==> src/rtl/serial_sequencer.sv <==
// Control sequencer for a bit-serial ALU datapath.
// Accepts one 3-bit opcode at a time. ALU ops (ADD..MOV) run for WIDTH shift
// cycles and are followed by a single write/pc-advance cycle. NOP advances
// the PC in the acceptance cycle. HALT parks the sequencer until reset.
module serial_sequencer #(
  parameter int WIDTH = 8
) (
  input  logic       clk,
  input  logic       rst,
  input  logic       instr_valid,
  input  logic [2:0] opcode,
  output logic       instr_ready,
  output logic       shift,
  output logic [2:0] alu_func,
  output logic       carry_clr,
  output logic       carry_set,
  output logic       write,
  output logic       pc_incr,
  output logic       busy,
  output logic       halted
);

  localparam int CNT_W = (WIDTH > 1) ? $clog2(WIDTH) : 1;
  localparam logic [CNT_W-1:0] LAST_BIT = CNT_W'(WIDTH - 1);

  localparam logic [2:0] OP_NOP  = 3'd0;
  localparam logic [2:0] OP_SUB  = 3'd2;
  localparam logic [2:0] OP_HALT = 3'd7;

  typedef enum logic [1:0] {
    S_IDLE  = 2'd0,
    S_EXEC  = 2'd1,
    S_WRITE = 2'd2,
    S_HALT  = 2'd3
  } state_t;

  state_t           state;
  logic [CNT_W-1:0] bit_cnt;
  logic [2:0]       op_latched;

  // State, bit counter and latched opcode; reset overrides every transition.
  always_ff @(posedge clk) begin
    if (rst) begin
      state      <= S_IDLE;
      bit_cnt    <= '0;
      op_latched <= '0;
    end else begin
      case (state)
        S_IDLE: begin
          if (instr_valid) begin
            if (opcode == OP_HALT) begin
              state <= S_HALT;
            end else if (opcode != OP_NOP) begin
              op_latched <= opcode;
              bit_cnt    <= '0;
              state      <= S_EXEC;
            end
          end
        end
        S_EXEC: begin
          // Counter saturates on the last bit so it never wraps while executing.
          if (bit_cnt == LAST_BIT) begin
            state <= S_WRITE;
          end else begin
            bit_cnt <= bit_cnt + 1'b1;
          end
        end
        S_WRITE: begin
          state <= S_IDLE;
        end
        S_HALT: begin
          state <= S_HALT;
        end
        default: begin
          state <= S_IDLE;
        end
      endcase
    end
  end

  // Output decode from state; everything is forced low while reset is held.
  always_comb begin
    instr_ready = 1'b0;
    shift       = 1'b0;
    alu_func    = 3'd0;
    carry_clr   = 1'b0;
    carry_set   = 1'b0;
    write       = 1'b0;
    pc_incr     = 1'b0;
    busy        = 1'b0;
    halted      = 1'b0;
    if (!rst) begin
      case (state)
        S_IDLE: begin
          instr_ready = 1'b1;
          pc_incr     = instr_valid && (opcode == OP_NOP);
        end
        S_EXEC: begin
          shift     = 1'b1;
          alu_func  = op_latched;
          busy      = 1'b1;
          carry_set = (bit_cnt == '0) && (op_latched == OP_SUB);
          carry_clr = (bit_cnt == '0) && (op_latched != OP_SUB);
        end
        S_WRITE: begin
          write   = 1'b1;
          pc_incr = 1'b1;
          busy    = 1'b1;
        end
        S_HALT: begin
          halted = 1'b1;
        end
        default: begin
          instr_ready = 1'b0;
        end
      endcase
    end
  end

endmodule

==> config.mk <==
export PLATFORM = sky130hd
export DESIGN_NAME = serial_sequencer
export DESIGN_NICKNAME = d
export VERILOG_FILES = /design/src/rtl/serial_sequencer.sv
export SDC_FILE = /design/constraint.sdc
export NUM_CORES = 1
export LEC_CHECK = 0
export ABC_AREA = 1
export CORE_MARGIN = 3
export CORE_UTILIZATION = 43
export CTS_BUF_LIST = sky130_fd_sc_hd__clkbuf_2
export DETAILED_ROUTE_END_ITERATION = 16
export GPL_ROUTABILITY_DRIVEN = 1
export HOLD_SLACK_MARGIN = 0.08
export PLACE_DENSITY = 0.87
export SETUP_SLACK_MARGIN = 0.1
export SLEW_MARGIN = 20
export SYNTH_ARGS = -nofsm -noshare
export SYNTH_HDL_FRONTEND = slang
export SYNTH_SLANG_ARGS = --single-unit
export TNS_END_PERCENT = 1
==> constraint.sdc <==
create_clock -name clk -period 1.3 [get_ports clk]
set_input_delay 0.325 -clock clk [delete_from_list [all_inputs] [get_ports clk]]
set_output_delay 0.325 -clock clk [all_outputs]
set_load 0.03 [all_outputs]
==> metrics.cfg <==
[power_and_ir_drop]
power.internal_w=0.0009549
p_sw_w=0.0007994
swShare_pct=45.57
pwr-share-clk_pct=8.7
peakVddDrop_mv=0.8870
p_comb_share_pct=70.0
power_density_nw_per_um2=1586
seqPwrFrac_pct=21.3
power_leakage_nw=0.5151

[clock_tree]
root_buffer=clkbuf_2
clk_pin_slew_ns=0.09
cts_buffers=3
post_cts_buffers=0
holdBufCountCts=0
cts_buffer_depth=2
clkSinkCount=8
htreeDepth=1
cts_tree=done
clkLatencyLatePin_ns=0.24

[die]
rows=13
fp.dieArea_um2=1918
ioPinCount=17
core_area_um2=1318
fp.dieH_um=43.80
die_w_um=43.80
start_util_pct=46.63

[setup_path]
worst_r2r_path_depth=10
worstReg2RegEnd=bit_cnt[2]
cp_max_fo=2
rrSetupSlack_ns=-0.15
cp.required_ns=0.98
worst_setup_path_start_kind=register
critPathKind=register to primary output
worst_ep_arrival_time_ns=1.42
endpoint_kind=primary output
r2r_start=bit_cnt[1]

[detailed_routing]
drc=0
routedWlPerCell_um=12.25
vias=740
wirelength_mm=1.838
via_per_inst=4.933
drtIter0Drc=18
ant_nets=0
first_pass_iters=4

[grt]
grt_max_degree=10
grt.total_usage_pct=21.74
antenna_found_initial=0
grt_pass1_vias=751
grt_overflow=0
grt_pass1_wl_mm=3.132

[timing]
fin_skew_ns=0.01353
worst_slack_ns=-0.4486
worst_pin_slew_ns=0.2308
drv_slew=0
rsz0062_at_grt=yes
finalCritPeriodShare_pct=134.5
tns_ns=-3.773
relSlewSlack_pct=84.57
fin_hold_ws_ns=0.5425
hold_viol_final=0
finalSetupViolCount=17
period_minus_slack_ns=1.749
clock.fmax_ghz=0.5719

[placed_design]
hpwlAfterDp_mm=1.469
pre_cts_slack_ns=-0.6647
placedCellCount=147
gp_congestion=0.7989
portBuffers=16

[layout]
layout_common_cells=buf_4 (26), nand2_1 (16), inv_1 (12)
drive_gt1_share_pct=48.89
fin_nets=150
syn_to_final_growth_pct=80.04
diodes=0
final_common_cell=buf_4
final_cells=150
final_util_pct=83.95

[synthesis]
synth_seq_area_share_pct=26.07
synthTopCellsByArea=dfxtp_1 (26%), ha_1 (14%), nand2_1 (11%)
synthCells=94
synth_warnings=0
synth_seq_cells=8
synthesis.nets=107
syn_avg_cell_area_um2=6.536
yosys.area.top_type=dfxtp_1
synth_top_area_share_pct=26.07
syn-cell-area_um2=614.3
synth_cell_types=22

[worst_hold_path]
hp-class=register to register
hold_depth=2
hold_end=op_latched[0]
hold_path.startpoint=op_latched[0]

[flow_run]
maxCapViolCount=0

[outcome]
outcome=finished, violations left
violations=setup timing

==> sequential cells by signal (all words and copies together) (netlist names) <==
signal      flops
bit_cnt         3
op_latched      3
state           2
==> layer usage <==
metal	part of all wire [%]	routed length [um]	up-vias	GRT usage [%]
met5	0	0	-	0
met4	0.44	8	0	3.614
met2	53	976	26	42.73
met3	5.3	97	2	4.979
li1	-	-	385	-
met1	41	756	327	23.19
==> stage by stage <==
stage	cell area [um^2]	power [W]
floorplan	685.7	0.001024
global placement	998.5	0.001428
detailed placement	998.5	0.001467
CTS	1095	0.001733
global route	1106	0.001892
finish	1106	0.001754
==> cell type report <==
class	instances	area, um^2
Timing Repair Buffer	39	334.1
Clock buffer	3	15.01
Multi-Input combinational cell	68	501.7
Tap cell	15	18.77
Inverter	17	73.82
Fill cell	81	211.5
Sequential cell	8	162.7
==> power by group through the flow <==
| stage | sequential, W | combinational (W) | clock, W |
|---|---|---|---|
| after floorplan | 0.000375 | 0.000649 | 0 |
| after global placement | 0.000371 | 0.00106 | 0 |
| final | 0.000374 | 0.00123 | 0.000153 |
| after global routing | 0.000378 | 0.00135 | 0.000164 |
| after CTS | 0.000374 | 0.00120 | 0.000158 |
| after detailed placement | 0.000378 | 0.00109 | 0 |
==> logic make-up (layout without fill, tap and decap cells) <==
kind of cell             after synthesis  in the layout  share of synthesized area [%]
AND/OR/NAND/NOR                       49             49                          37.07
adder cells (fa/ha/maj)                7              7                          14.26
flip-flops                             8              8                          26.07
buffers and inverters                 18             59                          11.20
AO/OA/AOI/OAI                         12             12                          11.41
==> Yosys cell counts <==
cell type,count
nand3_2,1
nand2_2,1
inv_2,3
a21oi_1,3
nand2_1,18
a31oi_1,1
o22ai_1,1
dfxtp_1,8
o21ai_1,1
buf_2,1
or2_4,1
clkinv_1,1
nor2_2,1
nand3_1,8
nor4_2,1
a21oi_2,2
o21ai_0,4
inv_1,13
nand4_1,2
nor2_1,15
ha_1,7
nand3b_1,1
==> how the worst max path moves through the flow <==
stage               startpoint   endpoint  slack [ns]  cells after the start
finish                state[1]  carry_set       -0.45                      7
global route          state[1]  carry_set       -0.54                      7
CTS                   state[1]  carry_set       -0.48                      7
detailed placement         rst  carry_set       -0.66                      7
global placement           rst  carry_set       -0.59                      7
floorplan             state[1]  carry_set       -0.38                      6
==> what timing repair did <==
item                                   CTS  global route
setup endpoints to repair               19            19
pin swaps                                4             0
gates resized for setup                 23             5
endpoints found under the hold margin    0             0
==> critical path, stage by stage, from the launching register on <==
cell and delay [ns]:
dfxtp_2 0.34, inv_2 0.07, ha_4 0.14, nand2_4 0.05, clkinv_4 0.04, nand3b_1 0.17
nor4_4 0.18, buf_4 0.20
No activity file was read; power rests on OpenSTA's default activity.
